$ cat src/rtl/icache_resp.sv
// icache_resp: direct-mapped read-only instruction cache answering core fetches,
// refilling whole lines from a word-wide backing memory
module icache_resp #(
    parameter int ADDR_W     = 32,
    parameter int INST_W     = 32,
    parameter int INDEX_BITS = 4,
    parameter int LINE_WORDS = 4
) (
    input  logic              clk,
    input  logic              rst,
    input  logic              req_valid_i,
    input  logic [ADDR_W-1:0] addr_i,
    input  logic              data_wen_i,
    input  logic              flush_i,
    output logic              data_valid_o,
    output logic [INST_W-1:0] data_o,
    output logic              mem_req_o,
    output logic [ADDR_W-1:0] mem_addr_o,
    input  logic              mem_ack_i,
    input  logic [INST_W-1:0] mem_data_i,
    output logic              busy_o
);
    localparam int WORD_BITS = $clog2(LINE_WORDS);
    localparam int OFF_BITS  = WORD_BITS + 2;
    localparam int TAG_W     = ADDR_W - INDEX_BITS - OFF_BITS;
    localparam int LINES     = 1 << INDEX_BITS;

    typedef enum logic [1:0] {IDLE, REFILL, RESP} state_t;
    state_t state, state_n;

    logic [LINES-1:0]      valid;
    logic [TAG_W-1:0]      tags  [LINES];
    logic [INST_W-1:0]     lines [LINES][LINE_WORDS];
    logic [ADDR_W-1:2]     req_addr;
    logic [WORD_BITS-1:0]  beat;
    logic                  flush_seen;
    logic [WORD_BITS-1:0]  in_word, r_word;
    logic [INDEX_BITS-1:0] in_idx, r_idx;
    logic [TAG_W-1:0]      in_tag, r_tag;
    logic                  hit, accept, last_ack, unused_addr;

    assign in_word     = addr_i[OFF_BITS-1:2];
    assign in_idx      = addr_i[OFF_BITS+INDEX_BITS-1:OFF_BITS];
    assign in_tag      = addr_i[ADDR_W-1:OFF_BITS+INDEX_BITS];
    assign r_word      = req_addr[OFF_BITS-1:2];
    assign r_idx       = req_addr[OFF_BITS+INDEX_BITS-1:OFF_BITS];
    assign r_tag       = req_addr[ADDR_W-1:OFF_BITS+INDEX_BITS];
    assign unused_addr = ^addr_i[1:0];

    // a flush on the request edge turns a would-be hit into a miss
    assign hit      = valid[in_idx] && tags[in_idx] == in_tag && !flush_i;
    assign accept   = state == IDLE && req_valid_i && !data_wen_i && !data_valid_o;
    assign last_ack = state == REFILL && mem_ack_i && beat == WORD_BITS'(LINE_WORDS - 1);
    assign busy_o   = state != IDLE;

    always_ff @(posedge clk) begin
        if (rst) state <= IDLE;
        else     state <= state_n;
    end

    always_comb begin
        state_n = state;
        if (accept && !hit) state_n = REFILL;
        if (last_ack) state_n = RESP;
        if (state == RESP) state_n = IDLE;
    end

    always_ff @(posedge clk) begin
        if (accept) req_addr <= addr_i[ADDR_W-1:2];
        if (state == REFILL && mem_ack_i) lines[r_idx][beat] <= mem_data_i;
        if (last_ack) tags[r_idx] <= r_tag;
    end

    always_ff @(posedge clk) begin
        if (rst) begin
            valid        <= '0;
            data_valid_o <= 1'b0;
            data_o       <= '0;
            mem_req_o    <= 1'b0;
            mem_addr_o   <= '0;
            beat         <= '0;
            flush_seen   <= 1'b0;
        end else begin
            data_valid_o <= 1'b0;
            if (flush_i) valid <= '0;
            if (accept) begin
                flush_seen <= 1'b0;
                if (hit) begin
                    data_o       <= lines[in_idx][in_word];
                    data_valid_o <= 1'b1;
                end else begin
                    beat       <= '0;
                    mem_req_o  <= 1'b1;
                    mem_addr_o <= {addr_i[ADDR_W-1:OFF_BITS], {OFF_BITS{1'b0}}};
                end
            end
            // a flush seen anywhere in the refill keeps the new line invalid
            if (state == REFILL && flush_i) flush_seen <= 1'b1;
            if (state == REFILL && mem_ack_i) begin
                beat       <= beat + WORD_BITS'(1);
                mem_addr_o <= mem_addr_o + ADDR_W'(4);
            end
            if (last_ack) begin
                mem_req_o <= 1'b0;
                if (!flush_i && !flush_seen) valid[r_idx] <= 1'b1;
            end
            if (state == RESP) begin
                data_o       <= lines[r_idx][r_word];
                data_valid_o <= 1'b1;
            end
        end
    end
endmodule

$ cat config.mk
export PLATFORM = sky130hd
export DESIGN_NAME = icache_resp
export DESIGN_NICKNAME = d
export VERILOG_FILES = /design/src/rtl/icache_resp.sv
export SDC_FILE = /design/constraint.sdc
export NUM_CORES = 2
export LEC_CHECK = 0
export ABC_CLOCK_PERIOD_IN_PS = 8200
export CORE_ASPECT_RATIO = 0.5
export CORE_UTILIZATION = 55
export DETAILED_ROUTE_END_ITERATION = 7
export PLACE_DENSITY = 0.82
export SLEW_MARGIN = 40
export SYNTH_ARGS = -nofsm -noshare
export SYNTH_HDL_FRONTEND = slang
export SYNTH_SLANG_ARGS = --single-unit
$ cat constraint.sdc
create_clock -name clk -period 8.2 [get_ports clk]
set_input_delay 1.64 -clock clk [delete_from_list [all_inputs] [get_ports clk]]
set_output_delay 1.64 -clock clk [all_outputs]
set_load 0.1 [all_outputs]
==> out/results.ini <==
[run_status]
outcome=finished, final reports clean

[worst_setup_path]
crit_type=in2reg
rr_worst_depth=10
worstPathMaxFanout=63
endpoint_kind=register
cp-start-kind=primary input
worstPathRequired_ns=8.97
critPathArrivalTime_ns=6.41

[sta]
worst_pin_slew_ns=0.984
finalHoldViolCount=0
tns_ns=0
timing.fmax_ghz=0.177
slew_headroom_pct=34.4
rsz0062_at_grt=false
finalCriticalPeriod_ns=5.65
fin_skew_ns=0.0574
timing.hold.ws_ns=0.493
slew_violations=0
setup_violations=0
period_share_pct=68.9

[floorplanning]
die_w_um=647
coreArea_mm2=0.205
rows=117
die_area_mm2=0.210
fp.dieH_um=324
ios=137
start_util_pct=55.8

[final_layout]
n_fill_cell=12700
num-nets-final=5592
area_growth_pct=11.4
drive_gt1_share_pct=36.4

[routing]
drtPass1Iterations=6
routedWlPerCell_um=42.9
viasPerCell=7.91
drcViolationCount=0
drt_iter0_markers=13000
postRouteAntennaNets=0
routed_wl_mm=362
routed-via-count=66800

[placed_design]
io_buffers=132
dp_hpwl_mm=194
place.gp.congestion=0.880

[cts]
cts_resized=0
postCtsHoldBufs=0
cts.clk_slew.worst_paths_ns=0.07
cts.sinks=2551
numCtsBuffers=226
clk-insertion-delay-late_ns=0.89
cts_tree=done
htree_levels=4
clock-root-buffer=clkbuf_16
clockBufferDepth=4
postCtsSetupBuffers=0

[power_and_ir_drop]
leakage_nw=39.4
vdd_drop_max_mv=0.192
p_per_area_mw_per_mm2=214
power.total_mw=27.3

[hold_path]
holdPathStages=2
hold_path.class=reg2reg

[yosys]
ys_seq_elements=2551
ys_types=78
ys.flop_type=edfxtp_1
synthCells=5361
avgSynthCellArea_um2=21.3
synth_area_mm2=0.114
ys_warn_count=0
synth_edf_count=2462
ys_seq_area_share_pct=66.2
synthArstFlopShare_pct=0

[global_routing]
grt_max_degree=135
grt_pass1_wl_mm=505
antenna_found_initial=24
globalRouteOverflowTotal=0
track_usage_pct=34.2
grt_pass1_vias=67800

[run]
maxCapViolCount=0

-- cells by family (layout without fill, tap and decap cells) --
family,Yosys count,in the layout,synth area share (%)
mux,1506,1506,27.9
buf+inv,421,757,1.60
flops,2551,2551,66.2
compound gates,322,322,1.93
fa+ha+maj,5,5,0.0547
simple gates,532,532,2.13
other cells,1,19,0.00328
xor+xnor,23,23,0.176
-- where the power goes --
group	total, mW	internal (mW)	switching [mW]
clock network	10.6	5.71	4.84
logic	2.37	1.06	1.31
registers	14.3	14.3	0.0611
-- cell usage in the layout, fill, tap and decap left out, types with 15 or more instances in the layout --
| cell type | netlist | routed |
|---|---|---|
| edfxtp_1 | 2462 | 2462 |
| diode_2 | 0 | 17 |
| and3_1 | 17 | 17 |
| buf_4 | 28 | 121 |
| mux2i_1 | 140 | 140 |
| buf_16 | 0 | 28 |
| nand3_1 | 39 | 39 |
| o21ai_0 | 54 | 54 |
| o211ai_1 | 19 | 19 |
| buf_8 | 0 | 27 |
| bufinv_16 | 0 | 15 |
| clkdlybuf4s50_1 | 0 | 32 |
| nor2_1 | 158 | 89 |
| clkbuf_16 | 0 | 228 |
| buf_2 | 63 | 63 |
| mux2_2 | 19 | 19 |
| clkinv_1 | 1 | 37 |
| buf_6 | 9 | 20 |
| buf_12 | 0 | 38 |
| a31oi_1 | 21 | 21 |
| nand2_1 | 200 | 198 |
| a21oi_1 | 65 | 65 |
| a22oi_1 | 40 | 40 |
| clkinv_2 | 0 | 39 |
| nand4_1 | 20 | 20 |
| mux4_2 | 1344 | 1344 |
| nor2_4 | 0 | 65 |
| dfxtp_1 | 89 | 85 |
| clkbuf_8 | 0 | 15 |
| nor3_1 | 23 | 23 |
| clkbuf_1 | 233 | 63 |
| a211oi_1 | 39 | 38 |
-- routing by layer --
metal / routed length [µm] / part of all wire [%] / global-route usage (%) / vias to the layer above
met5: 398 / 0.11 / 0.566 / -
met4: 27100 / 7.5 / 20.2 / 24
met3: 59300 / 16 / 11.5 / 1762
met2: 165000 / 46 / 51.6 / 7349
met1: 111000 / 31 / 43.6 / 34000
li1: - / - / - / 23700
-- critical path, cell delays in order --
cell and delay (ns):
buf_4 0.65, clkinv_8 0.69, mux2_2 0.45, o21ai_0 0.18, o32ai_1 0.60, o211a_1 0.29
nand3b_1 0.13, nor4_4 0.64, buf_4 0.49, nor2_2 0.25, o31a_1 0.34
-- synth_stat cells, types with 4 or more instances --
cell type	number	area (µm²)
o211a_1	4	40.0
o32a_1	6	60.1
nand3_1	39	195
nand4_1	20	125
buf_6	9	101
a22oi_1	40	300
a22o_1	6	52.6
nor2b_1	12	75.1
mux4_2	1344	30300
o2111ai_1	4	35.0
and3_1	17	106
buf_1	69	259
mux2_2	19	214
a221oi_1	5	43.8
buf_4	28	210
xnor2_1	11	96.3
mux2i_1	140	1400
o21ai_0	54	270
edfxtp_1	2462	73900
inv_1	17	63.8
o31a_1	7	61.3
o211ai_1	19	143
nand3b_1	14	105
dfxtp_1	89	1780
a2111oi_0	4	35.0
buf_2	63	315
xor2_1	12	105
nor3_1	23	115
a21oi_1	65	325
nand2_1	200	751
clkbuf_1	233	875
a32oi_1	5	43.8
and2_1	4	25.0
a31oi_1	21	131
a211oi_1	39	293
o22a_1	5	43.8
nor4_1	6	37.5
or2_2	7	43.8
o221ai_1	5	43.8
or3_1	10	62.6
nor2_1	158	593
ha_1	5	62.6
o31ai_1	4	30.0
-- flip-flops by register name, indices dropped and copies added, names as in the netlist, named ones only --
| name | flops |
|---|---|
| mem_req_o | 1 |
| data_valid_o | 1 |
| tags | 384 |
| req_addr | 30 |
| lines | 2048 |
| beat | 2 |
| flush_seen | 1 |
| mem_addr_o | 30 |
| state | 2 |
| data_o | 32 |
| valid | 16 |
-- final cells by class --
type / instances / area, µm² / share of cell area (%)
Inverter: 19 / 93.8 / 0.0736
Sequential cell: 2551 / 75700 / 59.4
Tap cell: 2737 / 3420 / 2.69
Clock buffer: 306 / 6150 / 4.82
Antenna cell: 17 / 42.5 / 0.0334
Clock inverter: 103 / 902 / 0.708
Timing Repair Buffer: 329 / 3710 / 2.91
Multi-Input combinational cell: 2390 / 37400 / 29.3
-- final timing paths --
kind                             startpoint       endpoint  slack [ns]
worst min register to register    valid[11]      valid[11]        0.49
worst max-delay path              addr_i[6]  mem_addr_o[9]        2.55
worst min-delay path              valid[11]      valid[11]        0.49
worst max register to register  tags[10][8]  mem_addr_o[9]        3.98
-- per-stage QoR --
stage / instance area [µm²] / instances / setup WS (ns) / utilization, %
2_1_floorplan: 114000 / 5362 / 3.16 / -
3_3_place_gp: 119000 / 7966 / 1.82 / 58.1
3_5_place_dp: 120000 / 8019 / 1.83 / 58.6
4_1_cts: 127000 / 8428 / 2.73 / 62.0
5_1_grt: 127000 / 8444 / 2.38 / 62.1
6_report: 127000 / 8452 / 2.55 / 62.1
Power figures use the tool's default switching activity.
